<file path="src/rtl/freq_channel_scheduler.sv">
// Round-robin scheduler that time-shares one period detector across NUM_CH comparator channels
// and hands each (channel, period, timeout) result downstream over a valid/ready port.
module freq_channel_scheduler #(
  parameter int NUM_CH         = 4,
  parameter int COUNTER_WIDTH  = 18,
  parameter int SETTLE_CYCLES  = 16,
  parameter int TIMEOUT_CYCLES = 2_000_000
) (
  input  logic                      clk,
  input  logic                      rst,
  input  logic                      run,
  input  logic [NUM_CH-1:0]         ch_enable,
  output logic [$clog2(NUM_CH)-1:0] mux_sel,
  output logic                      det_clear,
  input  logic [COUNTER_WIDTH-1:0]  det_period,
  input  logic                      det_stable,
  output logic                      res_valid,
  input  logic                      res_ready,
  output logic [$clog2(NUM_CH)-1:0] res_ch,
  output logic [COUNTER_WIDTH-1:0]  res_period,
  output logic                      res_timeout,
  output logic                      busy
);

  localparam int CH_W  = $clog2(NUM_CH);
  localparam int TO_W  = $clog2(TIMEOUT_CYCLES);
  localparam int ST_W  = $clog2(SETTLE_CYCLES + 1);
  localparam int CNT_W = (TO_W > ST_W) ? TO_W : ST_W;

  typedef enum logic [1:0] {
    IDLE    = 2'd0,
    SELECT  = 2'd1,
    MEASURE = 2'd2,
    OUTPUT  = 2'd3
  } state_t;

  state_t                   state_q, state_d;
  logic [CNT_W-1:0]         cnt_q, cnt_d;
  logic                     stable_prev_q, stable_prev_d;
  logic [CH_W-1:0]          last_ch_q, last_ch_d;
  logic [CH_W-1:0]          mux_sel_q, mux_sel_d;
  logic                     det_clear_q, det_clear_d;
  logic                     res_valid_q, res_valid_d;
  logic [CH_W-1:0]          res_ch_q, res_ch_d;
  logic [COUNTER_WIDTH-1:0] res_period_q, res_period_d;
  logic                     res_timeout_q, res_timeout_d;
  logic                     busy_q, busy_d;

  logic [CH_W-1:0] base_ch;
  logic [CH_W-1:0] next_ch;
  logic            any_en;
  logic            capture;

  assign any_en  = |ch_enable;
  // While in OUTPUT, mux_sel is the channel about to become last_ch.
  assign base_ch = (state_q == OUTPUT) ? mux_sel_q : last_ch_q;

  // Rotating priority search: scan downward so the nearest enabled channel after base wins.
  always_comb begin
    next_ch = base_ch;
    for (int i = NUM_CH; i >= 1; i--) begin
      int cand;
      cand = int'(base_ch) + i;
      if (cand >= NUM_CH) cand = cand - NUM_CH;
      if (ch_enable[CH_W'(cand)]) next_ch = CH_W'(cand);
    end
  end

  assign capture = (cnt_q != '0) && det_stable && stable_prev_q;

  always_comb begin
    state_d       = state_q;
    cnt_d         = cnt_q;
    stable_prev_d = 1'b0;
    last_ch_d     = last_ch_q;
    mux_sel_d     = mux_sel_q;
    det_clear_d   = det_clear_q;
    res_valid_d   = res_valid_q;
    res_ch_d      = res_ch_q;
    res_period_d  = res_period_q;
    res_timeout_d = res_timeout_q;
    busy_d        = busy_q;

    case (state_q)
      IDLE: begin
        det_clear_d = 1'b1;
        if (run && any_en) begin
          mux_sel_d = next_ch;
          cnt_d     = '0;
          busy_d    = 1'b1;
          state_d   = SELECT;
        end
      end

      SELECT: begin
        if (cnt_q == CNT_W'(SETTLE_CYCLES - 1)) begin
          det_clear_d = 1'b0;
          cnt_d       = '0;
          state_d     = MEASURE;
        end else begin
          cnt_d = cnt_q + CNT_W'(1);
        end
      end

      MEASURE: begin
        // First MEASURE cycle never counts toward the two-in-a-row stable run.
        stable_prev_d = (cnt_q != '0) && det_stable;
        if (capture) begin
          res_period_d  = det_period;
          res_timeout_d = 1'b0;
          res_ch_d      = mux_sel_q;
          res_valid_d   = 1'b1;
          det_clear_d   = 1'b1;
          state_d       = OUTPUT;
        end else if (cnt_q == CNT_W'(TIMEOUT_CYCLES - 1)) begin
          res_period_d  = '0;
          res_timeout_d = 1'b1;
          res_ch_d      = mux_sel_q;
          res_valid_d   = 1'b1;
          det_clear_d   = 1'b1;
          state_d       = OUTPUT;
        end else begin
          cnt_d = cnt_q + CNT_W'(1);
        end
      end

      OUTPUT: begin
        det_clear_d = 1'b1;
        if (res_ready) begin
          res_valid_d = 1'b0;
          last_ch_d   = mux_sel_q;
          if (run && any_en) begin
            mux_sel_d = next_ch;
            cnt_d     = '0;
            state_d   = SELECT;
          end else begin
            busy_d  = 1'b0;
            state_d = IDLE;
          end
        end
      end

      default: begin
        state_d = IDLE;
        busy_d  = 1'b0;
      end
    endcase
  end

  always_ff @(posedge clk) begin
    if (rst) begin
      state_q       <= IDLE;
      cnt_q         <= '0;
      stable_prev_q <= 1'b0;
      last_ch_q     <= CH_W'(NUM_CH - 1);
      mux_sel_q     <= '0;
      det_clear_q   <= 1'b1;
      res_valid_q   <= 1'b0;
      res_ch_q      <= '0;
      res_period_q  <= '0;
      res_timeout_q <= 1'b0;
      busy_q        <= 1'b0;
    end else begin
      state_q       <= state_d;
      cnt_q         <= cnt_d;
      stable_prev_q <= stable_prev_d;
      last_ch_q     <= last_ch_d;
      mux_sel_q     <= mux_sel_d;
      det_clear_q   <= det_clear_d;
      res_valid_q   <= res_valid_d;
      res_ch_q      <= res_ch_d;
      res_period_q  <= res_period_d;
      res_timeout_q <= res_timeout_d;
      busy_q        <= busy_d;
    end
  end

  assign mux_sel     = mux_sel_q;
  assign det_clear   = det_clear_q;
  assign res_valid   = res_valid_q;
  assign res_ch      = res_ch_q;
  assign res_period  = res_period_q;
  assign res_timeout = res_timeout_q;
  assign busy        = busy_q;

endmodule

</file>
<file path="config.mk">
export PLATFORM = sky130hd
export DESIGN_NAME = freq_channel_scheduler
export DESIGN_NICKNAME = d
export VERILOG_FILES = /design/src/rtl/freq_channel_scheduler.sv
export SDC_FILE = /design/constraint.sdc
export NUM_CORES = 1
export LEC_CHECK = 0
export CELL_PAD_IN_SITES_DETAIL_PLACEMENT = 1
export CELL_PAD_IN_SITES_GLOBAL_PLACEMENT = 1
export CORE_MARGIN = 5
export CORE_UTILIZATION = 30
export DETAILED_ROUTE_END_ITERATION = 6
export DONT_BUFFER_PORTS = 1
export PLACE_DENSITY_LB_ADDON = 0.3
export SYNTH_ARGS = -nofsm -noshare
export SYNTH_HDL_FRONTEND = slang
export SYNTH_SLANG_ARGS = --single-unit
</file>
<file path="constraint.sdc">
create_clock -name clk -period 2.7 [get_ports clk]
set_input_delay 0.27 -clock clk [delete_from_list [all_inputs] [get_ports clk]]
set_output_delay 0.27 -clock clk [all_outputs]
set_load 0.1 [all_outputs]
</file>
==> results of run 1 <==
-- worst max path at each step --
stage | cells after the start | endpoint
2_1_floorplan | 4 | mux_sel[1]
3_3_place_gp | 8 | res_ch[0]
3_5_place_dp | 8 | res_ch[1]
4_1_cts | 8 | cnt_q[2]
5_1_grt | 6 | res_period[11]
6_report | 7 | cnt_q[17]
-- stage by stage --
| stage | area, sq um | power (W) | setup WS [ns] | utilization (%) |
|---|---|---|---|---|
| 6_report | 3070 | 0.00205 | 0.267 | 35.1 |
| 5_1_grt | 3070 | 0.00218 | 0.0832 | 35.1 |
| 4_1_cts | 3050 | 0.00207 | 0.246 | 34.8 |
| 3_5_place_dp | 2940 | 0.00157 | 0.286 | 33.6 |
| 3_3_place_gp | 2940 | 0.00156 | 0.342 | 33.6 |
| 2_1_floorplan | 2710 | 0.00142 | 0.486 | - |
-- cells by family (layout without fill, tap and decap cells) --
logic type / Yosys count / count (layout) / synth area share (%)
muxes: 8 / 8 / 3.05
DFF: 52 / 52 / 38.4
adders and majority gates: 7 / 7 / 3.23
AOI/OAI and AO/OA: 86 / 86 / 20.8
xor gates and xnor gates: 1 / 1 / 0.323
buffers and inverters: 29 / 46 / 4.76
and+or+nand+nor: 154 / 154 / 29.4
-- synth_stat cells, drive strengths merged (4+ instances only) --
cell type / instances
nand3: 37
nor3: 5
dfxtp: 52
clkbuf: 13
nor4: 12
and3: 6
a21oi: 41
ha: 7
a31o: 5
and2: 6
mux2i: 6
inv: 10
nor2: 15
a211oi: 4
buf: 6
o21ai: 13
or3: 10
nand2: 48
nand4: 5
-- routing by layer --
metal / GRT usage [%] / vias up / wire [um]
met5: 0 / - / 0
met4: 3.29 / 0 / 82
met3: 3.58 / 7 / 309
met2: 22.6 / 30 / 3780
met1: 17.9 / 1216 / 3580
li1: - / 1264 / -
-- flip-flops by register name (all words and copies together) (netlist names) --
name / count
cnt_q: 21
res_period: 18
last_ch_q: 2
mux_sel: 2
res_ch: 2
state_q: 2
busy: 1
det_clear: 1
res_timeout: 1
res_valid: 1
stable_prev_q: 1
-- report_power, final --
part	internal, W	switching (W)	leakage [nW]
combinational	0.000228	0.000503	0.579
sequential	0.000802	0.0000256	0.420
clock	0.000191	0.000299	0.0463
-- worst max-delay path: stages, from the launching register on --
cell and delay (ns):
dfxtp_1 0.37, inv_1 0.12, ha_1 0.37, nand4b_1 0.20, o221a_2 0.40, nand4_4 0.29
or4_1 0.47, a21oi_1 0.15
-- layout make-up --
class                           count  share of cell area [%]
Clock buffer                        5                    2.24
Tap cell                          108                    4.40
Inverter                           10                    1.22
Timing Repair Buffer               28                    7.08
Multi-Input combinational cell    256                    50.3
Sequential cell                    52                    33.9
Clock inverter                      3                   0.896
-- what timing repair did --
action / CTS / global route
hold endpoints to repair: 1 / 1
hold buffers: 1 / 2
setup buffers: 0 / 0
gates resized for setup: 0 / 1
setup endpoints to repair: 0 / 1
==> impl_metrics.py, run 1 <==
metrics = {
    "status": {
        "outcome": "finished, final reports clean",
    },
    "power_and_ir_drop": {
        "leakage_nw": 1.05,
        "power.density_mw_per_mm2": 667,
        "vdd_ir_drop_max_v": 0.000305,
    },
    "floorplan": {
        "start_util_pct": 30.9,
        "pin_count": 53,
        "die-area_sq_mm": 0.0110,
        "die_h_um": 105,
        "core-area_sq_mm": 0.00876,
        "rows": 34,
        "fp.dieW_um": 105,
    },
    "global_route": {
        "antenna_found_initial": 0,
        "grt_max_degree": 49,
        "grt_overflow": 0,
        "grt_pass1_vias": 2475,
        "grtUsageTotal_pct": 13.7,
        "grt_pass1_wl_mm": 12.7,
    },
    "worst_setup_path": {
        "r2r-end": "cnt_q[17]",
        "worstPathMaxFanout": 17,
        "criticalPathCategory": "flop to flop",
        "worstPathArrival_ns": 2.69,
        "required_ns": 2.96,
        "timing.rr.start": "state_q[0]",
        "reg2reg_depth": 7,
        "worstSetupEndpointType": "flop",
        "worstSetupStartpoint": "state_q[0]",
        "reg2reg_slack_ns": 0.27,
        "critPathLaunchType": "flop",
    },
    "place": {
        "gp_congestion": 0.783,
        "hpwlAfterDp_mm": 5.45,
        "portBuffers": 0,
        "dp.cells": 451,
    },
    "route": {
        "drt_drc_violations_left": 0,
        "wl_per_cell_um": 16.8,
        "drt-total-wl_mm": 7.74,
        "vias": 2517,
        "viasPerCell": 5.45,
        "drt_iter0_markers": 100,
        "drtPass1Iterations": 4,
        "ant_nets": 0,
    },
    "timing": {
        "hold_violations": 0,
        "min_period_over_period_pct": 90.1,
        "hold_slack_ns": 0.0162,
        "setup_viol": 0,
        "setup_tns_ns": 0,
        "fmax_mhz": 411,
        "slew_viol_final": 0,
        "tightest_slew_ns": 1.17,
        "maxSlewHeadroom_pct": 22.0,
        "rsz0062_at_grt": "no",
        "timing.final.crit_period_ns": 2.43,
        "fin_skew_ns": 0.00289,
    },
    "worst_hold_path": {
        "hp-start": "rst",
        "hp-class": "input port to flop",
        "hold_end": "cnt_q[15]",
        "hold_depth": 1,
    },
    "yosys": {
        "yosysWarnings": 0,
        "synth_sequential_area_ratio_pct": 38.4,
        "synth_area_sq_mm": 0.00271,
        "synth_top_area_share_pct": 38.4,
        "synth_edf_count": 0,
        "yosys.area.top_type": "dfxtp_1",
        "synth_area_leaders": "dfxtp_1 38%, a21oi_1 7.6%, nand3_1 6.8%",
        "ys_types": 49,
        "ys_ff_latch": 52,
        "syn_avg_cell_area_sq_um": 8.04,
        "synthesis.nets": 371,
        "ys_async_sr_fraction_pct": 0,
        "ys.flop_type": "dfxtp_1",
        "syn_inst": 337,
    },
    "cells_and_area": {
        "mostFrequentLayoutCells": "52 x dfxtp_1, 48 x nand2_1, 41 x a21oi_1",
        "final_common_cell": "dfxtp_1",
        "stdcell_count": 462,
        "n_antenna_cell": 0,
        "seqCellArea_sq_mm": 0.00104,
        "drive_gt1_share_pct": 13.3,
        "areaGrowthSynthToFinish_pct": 13.4,
        "fill_cells": 1064,
        "fin_nets": 387,
        "multiInputGateArea_sq_mm": 0.00155,
    },
    "clock_tree": {
        "clock_sinks": 52,
        "max-clock-path-buffers": 2,
        "path_clk_slew_ns": 0.11,
        "cts_buffers": 5,
        "clkLatencyLatePin_ns": 0.32,
        "cts_tree": "yes",
        "cts_max_level": 2,
        "cts-root-buf": "clkbuf_8",
    },
    "run": {
        "cap_violations": 0,
    },
}
Note: power is estimated with default switching activity, not from simulation.
==> run 2, diff against run 1 <==
CORE_MARGIN = 8   (was 5)
GPL_ROUTABILITY_DRIVEN = 1   (was default)
==> impl_metrics.py, run 2 (synthesis gave the netlist of run 1 again) <==
metrics = {
    "place": {
        "dpl_cell_area_sq_mm": 0.00296,
        "dp.cells": 453,
        "hpwlAfterDp_mm": 5.73,
        "portBuffers": 0,
        "gp_congestion": 0.779,
    },
    "worst_setup_path": {
        "critPathBufInv": 1,
        "cpLargestDelayFamily": "simple AND/OR/NAND/NOR gates",
        "critPathLaunchType": "flop",
        "worst_path_most_repeated_cell": "a21oi_1",
        "worstSetupEndpointType": "flop",
        "crit_path_top_delay_cell": "or4_1",
        "required_ns": 2.95,
        "worstPathMaxFanout": 17,
        "criticalPathCategory": "flop to flop",
        "cp_slowest_stage_delay_ns": 0.49,
        "worstPathArrival_ns": 2.60,
        "path_cells": "inv_1 -> ha_1 -> nor2_1 -> a21oi_1 -> nand4_4 -> or4_1 -> a21oi_1",
    },
    "cells_and_area": {
        "regMostFlops": "cnt_q",
        "final_common_cell": "dfxtp_1",
        "drive_gt1_share_pct": 13.6,
        "fin_nets": 386,
        "areaGrowthSynthToFinish_pct": 13.3,
        "n_antenna_cell": 0,
        "stdcell_count": 461,
        "largest_reg_flops": 21,
        "design_area_sq_mm": 0.00307,
        "mostFrequentLayoutCells": "52 x dfxtp_1, 48 x nand2_1, 41 x a21oi_1",
    },
    "route": {
        "vias": 2542,
        "drt_drc_violations_left": 0,
        "ant_nets": 0,
        "drt-total-wl_mm": 7.76,
        "drtPass1Iterations": 4,
        "drt_iter0_markers": 100,
        "viasPerCell": 5.51,
        "wl_per_cell_um": 16.8,
    },
    "power_and_ir_drop": {
        "pwr-share-seq_pct": 39.1,
        "p_switching_w": 0.000807,
        "p_total_w": 0.00212,
        "leakage_nw": 1.05,
        "power_frac_comb_pct": 34.8,
        "p_int_w": 0.00131,
        "clkPwrFrac_pct": 26.1,
        "power.density_mw_per_mm2": 691,
        "vdd_ir_drop_max_v": 0.000311,
        "sw_frac_of_total_pct": 38.0,
    },
    "clock_tree": {
        "post_cts_resized": 0,
        "cts_tree": "yes",
        "clkLatencyLatePin_ns": 0.31,
        "path_clk_slew_ns": 0.10,
        "cts_buffers": 5,
        "cts-root-buf": "clkbuf_8",
        "max-clock-path-buffers": 2,
        "cts_max_level": 2,
        "cts_hold_buf": 0,
        "postCtsSetupBuffers": 0,
        "clock_sinks": 52,
    },
    "worst_hold_path": {
        "hp-class": "input port to flop",
    },
    "timing": {
        "maxSlewHeadroom_pct": 24.6,
        "rsz0062_at_grt": "no",
        "hold_violations": 0,
        "setup_tns_ns": 0,
        "setup_viol": 0,
        "timing.final.crit_period_ns": 2.36,
        "tightest_slew_ns": 1.13,
        "fmax_mhz": 424,
        "slew_viol_final": 0,
        "min_period_over_period_pct": 87.3,
        "fin_skew_ns": 0.00797,
        "hold_slack_ns": 0.0149,
    },
    "global_route": {
        "grt_pass1_wl_mm": 13.1,
        "grt_overflow": 0,
        "grtUsageTotal_pct": 12.3,
        "antenna_found_initial": 0,
        "grt_pass1_vias": 2620,
        "grt_max_degree": 49,
    },
    "floorplan": {
        "pin_count": 53,
        "die-area_sq_mm": 0.0123,
        "die_h_um": 111,
        "core-area_sq_mm": 0.00872,
        "start_util_pct": 31.1,
        "fp.dieW_um": 111,
        "rows": 34,
    },
    "status": {
        "outcome": "finished, final reports clean",
    },
    "run": {
        "cap_violations": 0,
    },
}
[run 2: cell types whose count changed in the layout (fill, tap and decap cells not counted)]
cell / delta
nor4_2: -1
nor4_1: +1
bufinv_16: +1
dlygate4sd3_1: -3
buf_4: +2
inv_6: +1
clkinv_4: -1
inv_8: -1
[run 2: final timing paths]
| check | from | endpoint | slack (ns) | cells past startpoint |
|---|---|---|---|---|
| max | state_q[0] | cnt_q[17] | 0.34 | 7 |
| min | rst | res_period[7] | 0.01 | 1 |
| max reg2reg | state_q[0] | cnt_q[17] | 0.34 | 7 |
| min reg2reg | res_timeout | res_timeout | 0.45 | 2 |
[run 2: area by class of cell]
cell class | instances | area, sq um
Clock buffer | 5 | 68.8
Clock inverter | 3 | 46.3
Fill cell | 1063 | 5650
Inverter | 10 | 37.5
Multi-Input combinational cell | 256 | 1540
Sequential cell | 52 | 1040
Tap cell | 108 | 135
Timing Repair Buffer | 27 | 203
[run 2: worst register-to-register path: cells and delay by family, from the launching register on]
family / cells / cell delay [ns]
flip-flops: 1 / 0.37
buffers and inverters: 1 / 0.12
adder cells (fa/ha/maj): 1 / 0.38
AO/OA/AOI/OAI: 2 / 0.52
AND/OR/NAND/NOR: 3 / 0.90
[run 2: power by group through the flow]
stage,Combinational [W],Clock [W],Sequential (W)
after floorplan,0.000451,0,0.000967
after global placement,0.000723,0,0.000845
after detailed placement,0.000742,0,0.000847
after CTS,0.000746,0.000575,0.000829
after global routing,0.000817,0.000611,0.000834
final,0.000738,0.000554,0.000829
[run 2: per-stage QoR]
step	setup WS, ns	utilization, %
final	0.344	35.2
after global routing	0.0877	35.2
after CTS	0.301	35.2
after detailed placement	0.338	33.9
after global placement	0.445	33.9
after floorplan	0.486	-
[run 2: layer usage]
| layer | vias to the layer above | global-route usage [%] | wire (um) | part of all wire (%) |
|---|---|---|---|---|
| met1 | 1236 | 14.4 | 3440 | 44 |
| li1 | 1261 | - | - | - |
| met5 | - | 0 | 0 | 0 |
| met3 | 6 | 4.33 | 490 | 6.3 |
| met4 | 0 | 3.38 | 59 | 0.76 |
| met2 | 39 | 20.7 | 3770 | 49 |
==> run 3, diff against run 2 <==
ABC_AREA = 1   (was default)
CTS_CLUSTER_DIAMETER = 80   (was default)
DONT_BUFFER_PORTS = default   (was 1)
==> impl_metrics.py, run 3 <==
metrics = {
    "worst_setup_path": {
        "critPathLaunchType": "flop",
        "worstPathArrival_ns": 2.38,
        "worstSetupStartpoint": "cnt_q[0]",
        "required_ns": 2.92,
        "worstPathMaxFanout": 25,
        "worstSetupEndpointType": "flop",
        "cp-endpoint": "cnt_q[9]",
        "timing.rr.start": "cnt_q[0]",
        "reg2reg_slack_ns": 0.55,
        "criticalPathCategory": "flop to flop",
        "reg2reg_depth": 13,
        "r2r-end": "cnt_q[9]",
    },
    "cells_and_area": {
        "final_common_cell": "nand2_1",
        "n_antenna_cell": 0,
        "mostFrequentLayoutCells": "180 x nand2_1, 56 x nor2_1, 52 x dfxtp_1",
        "fin_nets": 599,
        "stdcell_count": 706,
        "areaGrowthSynthToFinish_pct": 20.7,
        "regMostFlops": "cnt_q",
        "drive_gt1_share_pct": 13.6,
        "largest_reg_flops": 21,
        "fill_cells": 1410,
    },
    "global_route": {
        "antenna_found_initial": 0,
        "grt_pass1_wl_mm": 18.1,
        "grtUsageTotal_pct": 15.0,
        "grt_overflow": 0,
        "grt_pass1_vias": 3626,
        "grt_max_degree": 26,
    },
    "timing": {
        "rsz0062_at_grt": "no",
        "maxSlewHeadroom_pct": 61.9,
        "slew_viol_final": 0,
        "fmax_mhz": 464,
        "hold_violations": 0,
        "setup_viol": 0,
        "fin_skew_ns": 0.00918,
        "tightest_slew_ns": 0.570,
        "timing.final.crit_period_ns": 2.15,
        "setup_tns_ns": 0,
        "min_period_over_period_pct": 79.8,
    },
    "yosys": {
        "synth_sequential_area_ratio_pct": 31.4,
        "synth_edf_count": 0,
        "synth_top_area_share_pct": 31.4,
        "ys_ff_latch": 52,
        "synthXorXnorAreaFrac_pct": 0.264,
        "syn_inst": 518,
        "synth_area_leaders": "dfxtp_1 31%, nand2_1 20%, nor2_1 6.3%",
        "synth.most_common_cell": "nand2_1",
        "ys_top_cells_by_count": "180 x nand2_1, 56 x nor2_1, 52 x dfxtp_1, 50 x inv_1, 37 x a21oi_1",
        "yosys.area.top_type": "dfxtp_1",
        "ys_types": 36,
        "ys.flop_type": "dfxtp_1",
        "synth_area_sq_mm": 0.00332,
        "synth_top_family_by_area": "simple AND/OR/NAND/NOR gates",
        "synth-compound-area-share_pct": 15.4,
        "synth_fa_ha_area_share_pct": 2.64,
        "synthesis.nets": 552,
        "synth-simple-area-share_pct": 41.0,
        "muxShareOfSynthArea_pct": 0,
        "ys_async_sr_fraction_pct": 0,
        "yosysWarnings": 0,
        "syn_avg_cell_area_sq_um": 6.40,
    },
    "floorplan": {
        "start_util_pct": 30.7,
        "die_h_um": 121,
        "fp.dieW_um": 121,
        "core-area_sq_mm": 0.0108,
        "die-area_sq_mm": 0.0147,
        "pin_count": 53,
        "rows": 38,
    },
    "place": {
        "hpwlAfterDp_mm": 8.34,
        "dp.cells": 698,
        "gp_congestion": 0.858,
        "portBuffers": 52,
    },
    "clock_tree": {
        "postCtsSetupBuffers": 0,
        "clkLatencyLatePin_ns": 0.32,
        "post_cts_resized": 0,
        "cts_tree": "yes",
        "cts_hold_buf": 0,
        "cts_buffers": 5,
        "cts_max_level": 2,
        "path_clk_slew_ns": 0.10,
        "clock_sinks": 52,
        "cts-root-buf": "clkbuf_8",
        "max-clock-path-buffers": 2,
    },
    "route": {
        "drt_drc_violations_left": 0,
        "wl_per_cell_um": 15.2,
        "viasPerCell": 4.91,
        "vias": 3467,
        "drtPass1Iterations": 4,
        "drt-total-wl_mm": 10.7,
        "ant_nets": 0,
        "drt_iter0_markers": 118,
    },
    "run": {
        "cap_violations": 0,
    },
    "power_and_ir_drop": {
        "power.density_mw_per_mm2": 645,
        "vdd_ir_drop_max_v": 0.000536,
        "leakage_nw": 1.71,
    },
    "worst_hold_path": {
        "hp-class": "input port to flop",
    },
    "status": {
        "outcome": "finished, final reports clean",
    },
}
-- run 3: worst max-delay path: stages (launching register included) --
cell     delay [ns]
dfxtp_1        0.34
inv_1          0.16
ha_1           0.19
nand3_1        0.08
nor2_1         0.23
nand3_2        0.17
nand3_2        0.11
nand2_2        0.07
nand2_4        0.25
nand2_8        0.16
nand2_1        0.14
nand2_1        0.06
nand2_1        0.05
inv_1          0.03
-- run 3: metrics by stage --
| stage | worst slack, ns | power (W) | hold slack [ns] | utilization [%] | area [sq um] |
|---|---|---|---|---|---|
| floorplan | 0.664 | 0.00173 | 0.411 | - | 3320 |
| global placement | 0.628 | 0.00201 | 0.446 | 36.0 | 3880 |
| detailed placement | 0.575 | 0.00203 | 0.457 | 36.0 | 3880 |
| CTS | 0.554 | 0.00261 | 0.357 | 37.1 | 4000 |
| global route | 0.244 | 0.00276 | 0.382 | 37.1 | 4000 |
| finish | 0.545 | 0.00258 | 0.358 | 37.1 | 4000 |
-- run 3: metal layers --
| metal | global-route usage (%) | share of wire, % |
|---|---|---|
| met4 | 4.16 | 1.4 |
| met1 | 17.9 | 45 |
| met2 | 26.9 | 51 |
| met5 | 0 | 0 |
| met3 | 2.70 | 3.4 |
-- run 3: power breakdown --
| part | total, W | switching, W | internal [W] | leakage (nW) |
|---|---|---|---|---|
| clock network | 0.000578 | 0.000274 | 0.000304 | 0.0614 |
| registers | 0.000878 | 0.0000510 | 0.000827 | 0.421 |
| logic | 0.00113 | 0.000821 | 0.000307 | 1.22 |
-- run 3: kinds of logic after synthesis --
group | count (synthesis)
compound gates | 81
buf+inv | 72
simple gates | 305
xor+xnor | 1
fa+ha+maj | 7
flops | 52
-- run 3: area by class of cell --
class	count	area (sq um)	area share, %
inverter	54	204	5.10
tap	140	175	4.38
clock buffer	6	82.6	2.06
multi-input combinational	394	1970	49.1
timing repair buffer	58	495	12.4
sequential	52	1040	26.0
clock inverter	2	38.8	0.969
-- run 3: how the worst min path moves through the flow --
| stage | slack [ns] | depth (start not counted) | start | to |
|---|---|---|---|---|
| finish | 0.36 | 2 | rst | stable_prev_q |
| global route | 0.38 | 2 | rst | stable_prev_q |
| CTS | 0.36 | 2 | rst | stable_prev_q |
| detailed placement | 0.46 | 2 | res_period[14] | res_period[14] |
| global placement | 0.45 | 2 | res_timeout | res_timeout |
| floorplan | 0.41 | 2 | det_stable | stable_prev_q |
